**src/rtl/alu_operand_fwd_if.sv**
```systemverilog
// Operand-request, forwarding-network and resolved-operand signals for alu_operand_fwd.
// The master modport is the pipeline/testbench side; the slave modport is the forwarding unit.
interface alu_operand_fwd_if #(
  parameter int unsigned XLEN = 32,
  parameter int unsigned NSRC = 2,
  parameter int unsigned NFWD = 3,
  parameter int unsigned RAW  = 5
) ();
  localparam int unsigned SrcW = ($clog2(NFWD + 1) > 2) ? $clog2(NFWD + 1) : 2;

  logic                   in_valid;
  logic                   in_ready;
  logic [NSRC*RAW-1:0]    rs_addr;
  logic [NSRC*XLEN-1:0]   rf_data;
  logic [NFWD-1:0]        fwd_valid;
  logic [NFWD*RAW-1:0]    fwd_rd;
  logic [NFWD-1:0]        fwd_avail;
  logic [NFWD*XLEN-1:0]   fwd_data;
  logic                   flush;
  logic                   out_valid;
  logic                   out_ready;
  logic [NSRC*XLEN-1:0]   op_data;
  logic [NSRC*SrcW-1:0]   op_src;
  logic                   stall;
  logic [15:0]            stall_cnt;

  modport master (
    output in_valid, rs_addr, rf_data, fwd_valid, fwd_rd, fwd_avail, fwd_data, flush, out_ready,
    input  in_ready, out_valid, op_data, op_src, stall, stall_cnt
  );

  modport slave (
    input  in_valid, rs_addr, rf_data, fwd_valid, fwd_rd, fwd_avail, fwd_data, flush, out_ready,
    output in_ready, out_valid, op_data, op_src, stall, stall_cnt
  );
endinterface

```
**src/rtl/alu_operand_fwd.sv**
```systemverilog
// Operand forwarding unit: picks each source operand from the youngest matching pipeline stage
// or the register file, stalls on unavailable results and registers the resolved set.
module alu_operand_fwd #(
  parameter int unsigned XLEN = 32,
  parameter int unsigned NSRC = 2,
  parameter int unsigned NFWD = 3,
  parameter int unsigned RAW  = 5
) (
  input logic              clk,
  input logic              rst_n,
  alu_operand_fwd_if.slave bus
);
  localparam int unsigned SrcW = ($clog2(NFWD + 1) > 2) ? $clog2(NFWD + 1) : 2;

  logic [NSRC*XLEN-1:0] op_data_q, op_data_d, sel_data;
  logic [NSRC*SrcW-1:0] op_src_q, op_src_d, sel_src;
  logic                 out_valid_q, out_valid_d;
  logic [15:0]          stall_cnt_q, stall_cnt_d;
  logic [NSRC-1:0]      chan_res;
  logic [RAW-1:0]       addr;
  logic                 found;
  logic                 all_res;
  logic                 accept;
  logic                 stall;

  // Youngest match wins; an unavailable youngest match blocks the channel (no older fallback).
  always_comb begin
    sel_data = '0;
    sel_src  = '0;
    chan_res = '1;
    addr     = '0;
    found    = 1'b0;
    for (int c = 0; c < NSRC; c++) begin
      addr  = bus.rs_addr[c*RAW +: RAW];
      found = 1'b0;
      sel_data[c*XLEN +: XLEN] = bus.rf_data[c*XLEN +: XLEN];
      for (int k = 0; k < NFWD; k++) begin
        if (!found && bus.fwd_valid[k] && (addr != '0) && (bus.fwd_rd[k*RAW +: RAW] == addr)) begin
          found                    = 1'b1;
          sel_data[c*XLEN +: XLEN] = bus.fwd_data[k*XLEN +: XLEN];
          sel_src[c*SrcW +: SrcW]  = SrcW'(k + 1);
          chan_res[c]              = bus.fwd_avail[k];
        end
      end
    end
  end

  assign all_res      = &chan_res;
  assign stall        = bus.in_valid & ~all_res;
  // rst_n gates in_ready so nothing is offered as accepted while reset is held.
  assign bus.in_ready = rst_n & all_res & (~out_valid_q | bus.out_ready) & ~bus.flush;
  assign accept       = bus.in_valid & bus.in_ready;

  always_comb begin
    out_valid_d = out_valid_q;
    op_data_d   = op_data_q;
    op_src_d    = op_src_q;
    stall_cnt_d = stall_cnt_q;
    if (stall && (stall_cnt_q != 16'hFFFF)) begin
      stall_cnt_d = stall_cnt_q + 16'd1;
    end
    if (bus.flush) begin
      out_valid_d = 1'b0;
    end else if (accept) begin
      out_valid_d = 1'b1;
      op_data_d   = sel_data;
      op_src_d    = sel_src;
    end else if (bus.out_ready) begin
      out_valid_d = 1'b0;
    end
  end

  always_ff @(posedge clk or negedge rst_n) begin
    if (!rst_n) begin
      out_valid_q <= 1'b0;
      op_data_q   <= '0;
      op_src_q    <= '0;
      stall_cnt_q <= '0;
    end else begin
      out_valid_q <= out_valid_d;
      op_data_q   <= op_data_d;
      op_src_q    <= op_src_d;
      stall_cnt_q <= stall_cnt_d;
    end
  end

  assign bus.out_valid = out_valid_q;
  assign bus.op_data   = op_data_q;
  assign bus.op_src    = op_src_q;
  assign bus.stall     = stall;
  assign bus.stall_cnt = stall_cnt_q;
endmodule

```
**src/flat_wrapper.sv**
```systemverilog
// flat-port wrapper written by rule: the top's interface ports become plain ports
module alu_operand_fwd_flat 
#(
  parameter int unsigned XLEN = 32,
  parameter int unsigned NSRC = 2,
  parameter int unsigned NFWD = 3,
  parameter int unsigned RAW  = 5
)
  (clk, rst_n, bus_in_valid, bus_rs_addr, bus_rf_data, bus_fwd_valid, bus_fwd_rd, bus_fwd_avail, bus_fwd_data, bus_flush, bus_out_ready, bus_in_ready, bus_out_valid, bus_op_data, bus_op_src, bus_stall, bus_stall_cnt);
  alu_operand_fwd_if #(.XLEN(XLEN), .NSRC(NSRC), .NFWD(NFWD), .RAW(RAW)) bus_i ();
  input logic clk;
  input logic rst_n;
  input wire logic [$bits(bus_i.in_valid)-1:0] bus_in_valid;
  input wire logic [$bits(bus_i.rs_addr)-1:0] bus_rs_addr;
  input wire logic [$bits(bus_i.rf_data)-1:0] bus_rf_data;
  input wire logic [$bits(bus_i.fwd_valid)-1:0] bus_fwd_valid;
  input wire logic [$bits(bus_i.fwd_rd)-1:0] bus_fwd_rd;
  input wire logic [$bits(bus_i.fwd_avail)-1:0] bus_fwd_avail;
  input wire logic [$bits(bus_i.fwd_data)-1:0] bus_fwd_data;
  input wire logic [$bits(bus_i.flush)-1:0] bus_flush;
  input wire logic [$bits(bus_i.out_ready)-1:0] bus_out_ready;
  output wire logic [$bits(bus_i.in_ready)-1:0] bus_in_ready;
  output wire logic [$bits(bus_i.out_valid)-1:0] bus_out_valid;
  output wire logic [$bits(bus_i.op_data)-1:0] bus_op_data;
  output wire logic [$bits(bus_i.op_src)-1:0] bus_op_src;
  output wire logic [$bits(bus_i.stall)-1:0] bus_stall;
  output wire logic [$bits(bus_i.stall_cnt)-1:0] bus_stall_cnt;
  assign bus_i.in_valid = bus_in_valid;
  assign bus_i.rs_addr = bus_rs_addr;
  assign bus_i.rf_data = bus_rf_data;
  assign bus_i.fwd_valid = bus_fwd_valid;
  assign bus_i.fwd_rd = bus_fwd_rd;
  assign bus_i.fwd_avail = bus_fwd_avail;
  assign bus_i.fwd_data = bus_fwd_data;
  assign bus_i.flush = bus_flush;
  assign bus_i.out_ready = bus_out_ready;
  assign bus_in_ready = bus_i.in_ready;
  assign bus_out_valid = bus_i.out_valid;
  assign bus_op_data = bus_i.op_data;
  assign bus_op_src = bus_i.op_src;
  assign bus_stall = bus_i.stall;
  assign bus_stall_cnt = bus_i.stall_cnt;
  alu_operand_fwd #(.XLEN(XLEN), .NSRC(NSRC), .NFWD(NFWD), .RAW(RAW)) u_core (.clk(clk), .rst_n(rst_n), .bus(bus_i));
endmodule
```
**config.mk**
```make
export PLATFORM = sky130hd
export DESIGN_NAME = alu_operand_fwd_flat
export DESIGN_NICKNAME = d
export VERILOG_FILES = /design/src/rtl/alu_operand_fwd_if.sv /design/src/rtl/alu_operand_fwd.sv /design/src/flat_wrapper.sv
export SDC_FILE = /design/constraint.sdc
export NUM_CORES = 1
export LEC_CHECK = 0
export BUFFER_PORTS_ARGS = -buffer_cell sky130_fd_sc_hd__buf_4
export CORE_MARGIN = 8
export CORE_UTILIZATION = 35
export DETAILED_ROUTE_END_ITERATION = 10
export SLEW_MARGIN = 0
export SYNTH_ARGS = -nofsm -noshare
export SYNTH_HDL_FRONTEND = slang
export SYNTH_SLANG_ARGS = --single-unit
```
**constraint.sdc**
```tcl
create_clock -name clk -period 2.4 [get_ports clk]
set_input_delay 0.12 -clock clk [delete_from_list [all_inputs] [get_ports clk]]
set_output_delay 0.12 -clock clk [all_outputs]
set_load 0.05 [all_outputs]
```
---- Word level (Yosys, flattened, before mapping) ----
Index checks and enable logic that the tools add are counted.
cells by class
  $add $sub $neg .......................... 1
  equal/unequal tests ..................... 7
  mux-type cells .......................... 25
  bitwise operators ....................... 9
  reduce and logical (&&, ||, !) cells .... 26
operators with widths
  kind                                                              count
  32-bit 2-to-1 mux                                                 6
  5-bit == test                                                     6
  1-bit logical AND                                                 17
  16-bit by 1-bit adder with 16-bit output (second input constant)  1
  16-bit inequality test (second input constant)                    1
  1-bit 2-to-1 mux                                                  15
  5-bit nonzero test                                                2
  2-bit 2-to-1 mux                                                  4
  1-bit bitwise AND                                                 5
  1-bit logical NOT                                                 4
  2-bit AND reduction                                               2
  1-bit inverter                                                    3
  3-bit nonzero test                                                1
  1-bit bitwise OR                                                  1
storage, ports and cells
  register bits ........................... 85
  input port bits ......................... 196
  output and inout port bits .............. 87
  logic and storage cells ................. 72

---- Depth between registers and ports, before layout ----
  depth after elaboration ................. 21
  depth in mapped cells ................... 12
  depth with buffers taken out ............ 8

---- Worst setup path after synthesis ----
OpenSTA, ideal clock, no wires.
  path type ............................... input -> output
  from .................................... in bus_rs_addr[5]
  to ...................................... out bus_in_ready
  arrival time ............................ 2483 ps
  data required time ...................... 2280 ps
  slack ................................... -203 ps
  cell stages on the path ................. 7
  buffers on the path ..................... 1
  cell sequence ........................... or4_1 > nor2_1 > nor3_1 > clkbuf_1 > a22oi_1 > o21ai_0 > nor3_1
on the way
  longest elaborated chain between the ends .. 18
  elaborated cells on any way between the ends .. 23
  classes of those cells .................. eq/ne: 3; mux: 5; bitwise: 3; reduce/logical: 12
RTL lines
  item                                 RTL line               text
  from (decl)                          flat_wrapper.sv:14     input wire logic [$bits(bus_i.rs_addr)-1:0] bus_rs_addr;
  5-bit nonzero test                   alu_operand_fwd.sv:38  if (!found && bus.fwd_valid[k] && (addr != '0) && (bus.fwd_rd[k*RAW +: RAW] == addr)) begin
  1-bit logical AND (2 in series)      alu_operand_fwd.sv:38
  1-bit 2-to-1 mux                     alu_operand_fwd.sv:38
  1-bit logical NOT                    alu_operand_fwd.sv:38
  1-bit logical AND (3 in series)      alu_operand_fwd.sv:38
  1-bit 2-to-1 mux                     alu_operand_fwd.sv:38
  1-bit logical NOT                    alu_operand_fwd.sv:38
  1-bit logical AND (3 in series)      alu_operand_fwd.sv:38
  1-bit 2-to-1 mux (*)                 alu_operand_fwd.sv:38
  2-bit AND reduction (*)              alu_operand_fwd.sv:48  assign all_res = &chan_res;
  1-bit bitwise AND (*) (3 in series)  alu_operand_fwd.sv:51  assign bus.in_ready = rst_n & all_res & (~out_valid_q | bus.out_ready) & ~bus.flush;
  to (decl)                            flat_wrapper.sv:22     output wire logic [$bits(bus_i.in_ready)-1:0] bus_in_ready;
Every way passes the cells marked *; elsewhere a longest branch is shown, timed or not.

---- Final worst setup path ----
  from .................................... reg u_core.stall_cnt_q[0], in the netlist u_core.bus.stall_cnt[0]
  to ...................................... reg u_core.stall_cnt_q[8], in the netlist u_core.bus.stall_cnt[8]
on the way
  longest elaborated chain between the ends .. 2
  elaborated cells on any way between the ends .. 3
  classes of those cells .................. add/sub: 1; eq/ne: 1; reduce/logical: 1
RTL lines
  item                                                                                              RTL line               text
  from (decl)                                                                                       alu_operand_fwd.sv:18  logic [15:0] stall_cnt_q, stall_cnt_d;
  from (signal assigned)                                                                            alu_operand_fwd.sv:83  stall_cnt_q <= stall_cnt_d;
  parallel branches: the longest is 2 deep, another holds 16-bit by 1-bit adder with 16-bit output  --
Several ways; the timed one is not identified.
A chain may end at the register's enable or synchronous reset.

==> key figures <==
Global routing
  – GRT overflow: 0
  – Global-route wire length before repair: approximately 33 mm
  – Initial antenna violation count: 0
  – GR Util All Layers: 21.01%
  – Largest net degree at the start of global routing: between 80 and 90
  – Vias in the first global route: around 6100

Power
  – Total power: 5.574 mW
  – Lkg Pwr: 4.115 nW
  – Power per cell area: 673.2 nW/um^2
  – VDD IR max: 531.5 uV

Placement
  – Port Buffer Count: 282
  – Routability cong.: between 0.8 and 0.9
  – Post-DP HPWL: between 15 and 20 mm

Setup path
  – CP required: 2.62 ns
  – CP Capture Type: register
  – Setup CP Type: reg2reg
  – Most used cell, CP: and3_1
  – Largest fanout on the critical path: 5
  – CP peak stage delay: roughly 0.44 ns
  – Worst EP arrival: 2.52 ns
  – Slowest cell on crit path: dfrtp_2
  – Critical Path, Cell by Cell: ha_1, and3_1, and3_1, and4_1, a31oi_1, o21a_2, buf_4, nand4_1, xnor2_1
  – Startpoint Class: register

Finish
  – Nets: 1128
  – Share of cells above drive strength 1: approximately two fifths
  – Diode count: 0
  – Syn-to-layout area delta: 51.62%
  – Utilization after layout: 54.47%

Die
  – Core box area: 15200 um^2
  – FP Rows: 45
  – Initial cell density of the core: 35.93%
  – I/O pins: about 280
  – Chip width: approximately 140 um
  – Die height: 140.9 um
  – Die area: between 15000 and 20000 um^2

Synth
  – Multiplexer area fraction after synthesis: 11.94%
  – Commonest cells post-synth: 85 x dfrtp_1, 76 x nand2_1, 70 x nor2_1
  – Cell with the most instances after synthesis: dfrtp_1
  – Post-synthesis simple-gate area fraction: 14.82%
  – Post-synthesis xor/xnor area fraction: 7.216%
  – Mean area per synthesized cell: 8.494 um^2
  – Compound-Gate Fraction of Synth Area: around 22%
  – Post-synthesis sequential area ratio: about 39%
  – Area of the mapped netlist: 5461 um^2
  – Mapped Cells: ~640
  – Main combinational cell family by area after synthesis: compound AO/OA/AOI/OAI gates
  – Synth top area share: 38.95%
  – Post-Synth Adder-Cell Area: 0.2291%
  – Post-synth EDFFs: 0
  – Synthesis-stage register bit count: 85
  – Synth warn: 0
  – Main synth FF type: dfrtp_1
  – Net count after synthesis: 840
  – Synth async-reset ratio: 100.0%
  – Library cells used by synthesis: 39
  – Top cells by area, synth: dfrtp_1 39%, mux2i_1 12%, a211oi_1 8.8%
  – Area leader, netlist: dfrtp_1

Routing
  – Vias after detailed routing: ~5800
  – DRT Wirelength: 21.33 mm
  – Post-DRT Antenna Nets: 0
  – WL per Instance: 18.98 um
  – DR iter-0 viols: 337
  – DRT Pass-1 Iters: 4
  – Via density: 5.187
  – Drt drc: 0

Clocking
  – Number of setup buffers added after CTS: 0
  – CTS sink count: 85
  – Clock Latency Late Sink: 0.34 ns
  – Clk root buf: clkbuf_16
  – CTS tree: done
  – CTS Buf Count: 9
  – Clock transition at path regs: 0.06 ns
  – CTS HTree Levels: 3
  – Clock Path Buffers: 2

Timing
  – Max-slew violations: 0
  – Unrepaired setup endpoints after global routing: false
  – Final Cycle Share: 95.57%
  – Rel. slew slack: 29.05%
  – Setup_tns: 0 ns
  – Fin crit period: ~2.3 ns
  – Worst-Margin Slew: 1.064 ns
  – Worst Skew: 0.003923 ns
  – F_max: between 400 and 500 MHz
  – Setup violators final: 0
  – Final Hold Viols: 0

Hold path
  – Hold crit path type: in2reg

Outcome
  – Status: complete, no violations

Job
  – MaxCap Viol Count: 0
worst max-delay path: cells and delay by family (launching register included):
kind	cells	cell delay, ns
adders and majority gates	1	0.21
DFF	1	0.44
and+or+nand+nor	4	0.78
AOI/OAI and AO/OA	2	0.46
buffers and inverters	1	0.14
xor gates and xnor gates	1	0.15
placed cells by master (no fill, tap or decap), types with 3 or more instances in the layout:
cell type | synthesis | routed
nand3_1 | 3 | 3
dfrtp_1 | 85 | 83
nand4_1 | 10 | 10
and3_1 | 8 | 7
xor2_1 | 9 | 9
buf_4 | 0 | 327
nand2_1 | 76 | 76
mux2i_1 | 64 | 64
o21ai_0 | 43 | 42
clkbuf_16 | 0 | 9
xnor2_1 | 36 | 36
a211oi_1 | 64 | 64
o21ai_1 | 28 | 29
a21oi_1 | 64 | 64
nor2_1 | 70 | 68
registers in the layout, summed over array words and instances (netlist names):
register,count
u_core.bus.op_data,64
u_core.bus.op_src,4
u_core.bus.out_valid,1
u_core.bus.stall_cnt,16
report_power, final:
group | total, mW | leakage [nW] | switching [mW] | internal [mW]
Sequential | 1.86 | 1.08 | 0.170 | 1.69
Clock | 1.39 | 0.143 | 0.557 | 0.832
Combinational | 2.32 | 2.89 | 1.51 | 0.810
what timing repair did:
action	CTS	global route
resized for setup	0	1
endpoints found under the setup margin	0	4
hold buffers	2	0
hold endpoints to repair	2	0
final timing paths:
| kind | startpoint | end | slack, ns | depth (start not counted) |
|---|---|---|---|---|
| worst min register to register | u_core.bus.op_data[18] | u_core.bus.op_data[18] | 0.48 | 2 |
| min in group asynchronous | rst_n | u_core.bus.op_src[1] | 0.21 | 2 |
| worst max register to register | u_core.bus.stall_cnt[0] | u_core.bus.stall_cnt[8] | 0.11 | 9 |
| max in group asynchronous | rst_n | u_core.bus.stall_cnt[1] | 0.93 | 3 |
| worst min-delay path | bus_fwd_data[88] | u_core.bus.op_data[56] | 0.06 | 3 |
| worst max-delay path | u_core.bus.stall_cnt[0] | u_core.bus.stall_cnt[8] | 0.11 | 9 |
layer usage:
layer | share of wire [%] | GRT usage (%) | vias up
li1 | - | - | 2872
met1 | 42 | 25.74 | 2730
met2 | 48 | 35.05 | 204
met3 | 7.5 | 5.739 | 24
met4 | 2.0 | 6.900 | 0
met5 | 0 | 0 | -
per-stage QoR:
step | std cells | worst slack, ns | cell area, um^2 | hold WS, ns
5_1_grt | 1124 | 0.002629 | 8280 | 0.05881
3_5_place_dp | 1106 | -0.1850 | 7965 | -0.08690
6_report | 1124 | 0.1062 | 8280 | 0.06013
4_1_cts | 1124 | 0.08558 | 8279 | 0.04337
2_1_floorplan | 643 | -0.01074 | 5490 | -0.1756
3_3_place_gp | 1106 | -0.1628 | 7965 | -0.08830
logic make-up after synthesis:
logic type	count (synthesis)
AND/OR/NAND/NOR	186
XOR/XNOR	45
buffers and inverters	55
adder cells (fa/ha/maj)	1
flip-flops	85
multiplexers	65
AO/OA/AOI/OAI	206
final cells by class:
cell class	instances	area (um^2)
Clock inverter	4	47.55
Inverter	2	7.507
Multi-Input combinational cell	503	3119
Fill cell	1458	6922
Timing Repair Buffer	330	2495
Tap cell	188	235.2
Clock buffer	12	246.5
Sequential cell	85	2130
No activity file was read; power rests on OpenSTA's default activity.
